File: src/rtl/conv_8b_32b.sv
// Receive-side deserializer: rebuilds 32-bit words from a valid-qualified byte
// stream on the byte-rate clock, flagging words that are abandoned mid-way.
module conv_8b_32b #(
  parameter bit MSB_FIRST = 1'b1
) (
  input  logic        clk_4f,
  input  logic        reset,
  input  logic [7:0]  data_in,
  input  logic        valid_in,
  output logic [31:0] data_out,
  output logic        valid_out,
  output logic        err_out,
  output logic [1:0]  byte_cnt
);

  typedef enum logic {
    IDLE     = 1'b0,
    ASSEMBLE = 1'b1
  } state_e;

  state_e      state_q, state_d;
  logic [1:0]  byteCnt_q, byteCnt_d;
  logic [31:0] shift_q, shift_d;
  logic [31:0] data_q, data_d;
  logic        validOut_q, validOut_d;
  logic        errOut_q, errOut_d;
  logic [31:0] shiftNext;

  // Shifting in the new byte means the fourth byte lands directly in the right
  // lane, so the completed word can be loaded on the same edge as byte 3.
  assign shiftNext = MSB_FIRST ? {shift_q[23:0], data_in}
                               : {data_in, shift_q[31:8]};

  always_ff @(posedge clk_4f or posedge reset) begin
    if (reset) begin
      state_q    <= IDLE;
      byteCnt_q  <= 2'd0;
      shift_q    <= 32'h0;
      data_q     <= 32'h0;
      validOut_q <= 1'b0;
      errOut_q   <= 1'b0;
    end else begin
      state_q    <= state_d;
      byteCnt_q  <= byteCnt_d;
      shift_q    <= shift_d;
      data_q     <= data_d;
      validOut_q <= validOut_d;
      errOut_q   <= errOut_d;
    end
  end

  always_comb begin
    state_d    = state_q;
    byteCnt_d  = byteCnt_q;
    shift_d    = shift_q;
    data_d     = data_q;
    validOut_d = 1'b0;
    errOut_d   = 1'b0;
    case (state_q)
      IDLE: begin
        if (valid_in) begin
          shift_d   = shiftNext;
          byteCnt_d = 2'd1;
          state_d   = ASSEMBLE;
        end
      end
      ASSEMBLE: begin
        if (valid_in) begin
          shift_d = shiftNext;
          if (byteCnt_q == 2'd3) begin
            data_d     = shiftNext;
            validOut_d = 1'b1;
            byteCnt_d  = 2'd0;
            state_d    = IDLE;
          end else begin
            byteCnt_d = byteCnt_q + 2'd1;
          end
        end else begin
          // A gap inside a word means the link lost framing; drop the partial word.
          errOut_d  = 1'b1;
          byteCnt_d = 2'd0;
          state_d   = IDLE;
        end
      end
      default: begin
        byteCnt_d = 2'd0;
        state_d   = IDLE;
      end
    endcase
  end

  assign data_out  = data_q;
  assign valid_out = validOut_q;
  assign err_out   = errOut_q;
  assign byte_cnt  = byteCnt_q;

endmodule

File: config.mk
export PLATFORM = sky130hd
export DESIGN_NAME = conv_8b_32b
export DESIGN_NICKNAME = d
export VERILOG_FILES = /design/src/rtl/conv_8b_32b.sv
export SDC_FILE = /design/constraint.sdc
export NUM_CORES = 1
export LEC_CHECK = 0
export CORE_MARGIN = 10
export CORE_UTILIZATION = 45
export DETAILED_ROUTE_END_ITERATION = 8
export PLACE_DENSITY = 0.75
export SYNTH_ARGS = -nofsm -noshare
export SYNTH_HDL_FRONTEND = slang
export SYNTH_SLANG_ARGS = --single-unit
export TNS_END_PERCENT = 100
File: constraint.sdc
create_clock -name clk_4f -period 2.8 [get_ports clk_4f]
set_clock_uncertainty 0.2 [all_clocks]
set_input_delay 0.42 -clock clk_4f [delete_from_list [all_inputs] [get_ports clk_4f]]
set_output_delay 0.42 -clock clk_4f [all_outputs]
set_load 0.05 [all_outputs]
---- Yosys cells after proc, flatten, opt, wreduce, memory -nomap -nowiden ----
Index checks and enable logic that the tools add are counted.
cells by class
  add/subtract/negate cells ............... 1
  multipliers ............................. 0
  divide/modulo/power cells ............... 0
  magnitude comparators ................... 0
  eq/ne operators ......................... 2
  shift operators ......................... 0
  multiplexer cells ....................... 14
  bitwise operators ....................... 1
  reductions and logical operators ........ 1
operator list
  cell                   count
  $mux W24               1
  $mux W1                8
  $mux W2                3
  $pmux W2 S2            1
  $reduce_and A3 Y1      1
  $add A2 B1 Y2 const B  1
  $eq A2 B2 Y1 const B   1
  $ne A2 B2 Y1 const B   1
  $pmux W1 S2            1
  $not A1 Y1             1
word-level totals
  bits in registers ....................... 61
  latch bits .............................. 0
  bits in writable memories ............... 0
  bits in read-only memories .............. 0
  bits of input ports ..................... 11
  output and inout port bits .............. 36
  word-level logic and storage cells ...... 25
  memories ................................ 0

---- Depth between registers and ports, before layout ----
  depth in word-level cells ............... 4
  depth in mapped cells ................... 4
  depth with buffers taken out ............ 3

---- Least setup slack after synthesis ----
No wires, ideal clock.
  path type ............................... reg2reg
  from .................................... register byteCnt_q[0] (netlist: byte_cnt[0])
  to ...................................... register data_q[12] (netlist: data_out[12])
  library setup time ...................... 0.125 ns
  arrival time ............................ 1.510 ns
  required time ........................... 2.475 ns
  slack ................................... 0.965 ns
  cell stages (with the launch flop) ...... 5
  clock period less this slack ............ 1.835 ns
  cell sequence ........................... dfrtp_1 -> ha_1 -> nand3_4 -> buf_6 -> mux2_4
between the ends
  longest elaborated chain between the ends .. 2
RTL lines
  element                      line  text
  start, declared              22    logic [1:0] byteCnt_q, byteCnt_d;
  start signal, assigned       44    byteCnt_q <= byteCnt_d;
  $eq A2 B2 Y1                 70    if (byteCnt_q == 2'd3) begin
  $reduce_and A3 Y1 (no line)  --
  end signal, assigned         46    data_q <= data_d;
  end, declared                24    logic [31:0] data_q, data_d;
No other way between the ends.
A chain may end at the register's enable or synchronous reset.

---- Worst setup path after layout ----
  from .................................... register byteCnt_q[0] (netlist: byte_cnt[0])
  to ...................................... output port byte_cnt[0]
RTL lines
  element        line  text
  end, declared  13    output logic [1:0] byte_cnt
No word-level cell between the ends.

==> flow_summary.toml <==
[detailed_routing]
route.vias.total = 1257
first_drt_iteration_drcs = 30
detail_route.vias_per_cell = 4.78
drcViolationCount = 0
firstDrtPassIters = 3
wirelength_um = 4220
post_drt_wl_per_cell_um = 16.1
ant_nets = 0

[cts]
cts.root.buffer_cell = "sky130_fd_sc_hd__clkbuf_8"
cts_tree = "yes"
clkLatencyLatePin_ns = 0.33
cts-htree-levels = 3
worst_setup_hold_path_clk_slew_ns = 0.06
post_cts_setup_driven_buffer_insertion_count = 0
clock_tree.buffer_depth = 2
clock_sink_count = 61
numCtsBuffers = 9
post_cts_hold_buffer_count = 0
cts_resized = 0

[worst_setup_path]
timing.critical_path.buf_inv = 1
critPathArrivalTime_ns = 1.56
crit_path_max_fanout = 4
path_cells = "clkdlybuf4s50_1"
worstPathRequired_ns = 2.18
stages_on_worst_setup_path = 1
reg2reg_depth = 3
cp_class = "register to output port"
critical_path.max_stage_delay_ns = 0.83
crit_family = "buffers and inverters"
timing.critical_path.from_type = "register"
worst_path_max_delay_cell = "sky130_fd_sc_hd__clkdlybuf4s50_1"
setup.worst_path.end_class = "output port"

[sta]
worst_slack_ns = 0.623
final-hold-violation-count = 0
tns_ns = 0
post-route-period-util = 0.778
final_max_slew_violation_count = 0
max_slew.worst_pin.slew_ns = 0.682
worst_slew_margin_rel = 0.545
fmax_mhz = 459
finalCriticalPeriod_ns = 2.18
setup_viol = 0
rsz0062_at_grt = "false"

[logic_synthesis]
netlist-cell-type-count = 16
postSynthRegisterBits = 61
synth_largest_area_cell = "sky130_fd_sc_hd__dfrtp_1"
synthesis.area_per_instance_sq_um = 17.9
post_synthesis_cell_count = 134
ys_top_cells_by_area = "sky130_fd_sc_hd__dfrtp_1 64%, sky130_fd_sc_hd__mux2_4 18%, sky130_fd_sc_hd__mux2_2 13%, sky130_fd_sc_hd__buf_6 1.4%, sky130_fd_sc_hd__nand3_4 0.73%"
synth-warning-count = 0
synth.cell_area_sq_um = 2400
ys_seq_area_frac = 0.637
synthesis.nets = 146
synth.top_cell.area_share = 0.637

[final_layout]
layout-area-overhead-vs-synth_pct = 29.0
final_common_cell = "sky130_fd_sc_hd__dfrtp_1"
final.fill_count = 439
insertedDiodeCount = 0
layout_common_cells = "61 x sky130_fd_sc_hd__dfrtp_1, 46 x sky130_fd_sc_hd__clkdlybuf4s50_1, 29 x sky130_fd_sc_hd__mux2_4"
fin_util = 0.601
post_route_cells_drive_above_1_share = 0.394
num-nets-final = 200

[die]
dieArea_sq_um = 8640
pin_count = 47
num_rows = 26
die_h_um = 93.0
die_w_um = 93.0
floorplan.initialDensity = 0.466
core-area_sq_um = 5140

[place]
detailedPlace.worstSlack_ns = 0.488
place.detailed.hpwl_um = 2920
routabilityCongestion = 0.673
portBuffers = 46

[global_route]
grt_first_pass_wirelength_um = 7430
number_of_global_route_vias_before_repair = 1417
largest_net_degree_at_the_start_of_global_routing = 35
grt_remaining_overflow = 0
grt_util_all_layers = 0.111
grt_antenna_before_repair = 0

[min_path]
worst_hold_path_type = "input port to async pin"

[outcome]
status = "finished clean"

[pwr]
leakagePower_uw = 0.00145
vdd.ir_drop.worst_v = 0.000579
power.density_nw_per_um2 = 1250

[job]
max_cap_violations = 0
==> metrics by stage <==
stage               std cells  power [uW]  hold WS, ns  instance area (sq um)
finish                    263        3850        0.308                   3090
CTS                       263        3910        0.307                   3090
global route              263        4060        0.327                   3090
global placement          247        3170        0.286                   2910
floorplan                 134        2590        0.278                   2400
detailed placement        247        3210        0.291                   2910
==> state kept, by name (all words and copies together), names as in the netlist <==
register / count
data_out: 32
shift_q: 24
byte_cnt: 2
err_out: 1
state_q: 1
valid_out: 1
==> cells by family after synthesis <==
kind of cell,share of synthesized area
fa+ha+maj,0.00522
mux,0.309
buf+inv,0.0256
compound gates,0.00731
simple gates,0.0162
flops,0.637
==> metal layers <==
layer | vias to the layer above | share of wire | wire length, um | global-route usage
li1 | 578 | - | - | -
met1 | 632 | 0.43 | 1810 | 0.129
met2 | 40 | 0.44 | 1880 | 0.155
met3 | 7 | 0.11 | 456 | 0.0743
met4 | 0 | 0.018 | 76 | 0.0501
met5 | - | 0 | 0 | 0
==> final cells by class <==
cell class,count,area [sq um],share of cell area
tap,70,87.6,0.0283
clock buffer,12,155,0.0502
clock inverter,4,22.5,0.00729
sequential,61,1530,0.494
multi-input combinational,65,808,0.262
timing repair buffer,49,483,0.156
inverter,2,7.51,0.00243
==> worst paths after layout <==
path,start,slack (ns),to
max in group asynchronous,reset,1.35,data_out[27]$_DFFE_PP0P_
min in group clk_4f,shift_q[17]$_DFFE_PP0P_,0.31,data_out[25]$_DFFE_PP0P_
worst max-delay path,byte_cnt[0]$_DFFE_PP0P_,0.62,byte_cnt[0]
worst min register to register,shift_q[17]$_DFFE_PP0P_,0.31,data_out[25]$_DFFE_PP0P_
worst min-delay path,reset,0.31,byte_cnt[0]$_DFFE_PP0P_
worst max register to register,byte_cnt[0]$_DFFE_PP0P_,0.84,data_out[31]$_DFFE_PP0P_
==> synthesized netlist by cell type <==
cell and instances:
sky130_fd_sc_hd__buf_4 2, sky130_fd_sc_hd__nand3_4 1, sky130_fd_sc_hd__mux2_4 29, sky130_fd_sc_hd__a21oi_1 1, sky130_fd_sc_hd__buf_6 3, sky130_fd_sc_hd__buf_2 1
sky130_fd_sc_hd__dfrtp_1 61, sky130_fd_sc_hd__a21boi_0 1, sky130_fd_sc_hd__ha_1 1, sky130_fd_sc_hd__nor2_1 1, sky130_fd_sc_hd__nand3_1 1, sky130_fd_sc_hd__inv_1 2
sky130_fd_sc_hd__nand2b_1 1, sky130_fd_sc_hd__mux2_2 27, sky130_fd_sc_hd__o21ai_0 1, sky130_fd_sc_hd__nor2b_1 1
==> report_power, final <==
group	internal (uW)	leakage, uW	total [uW]	switching [uW]
sequential	1170	0.000745	1360	182
clock	365	0.0000921	683	318
combinational	739	0.000611	1820	1080
Note: power is estimated with default switching activity, not from simulation.
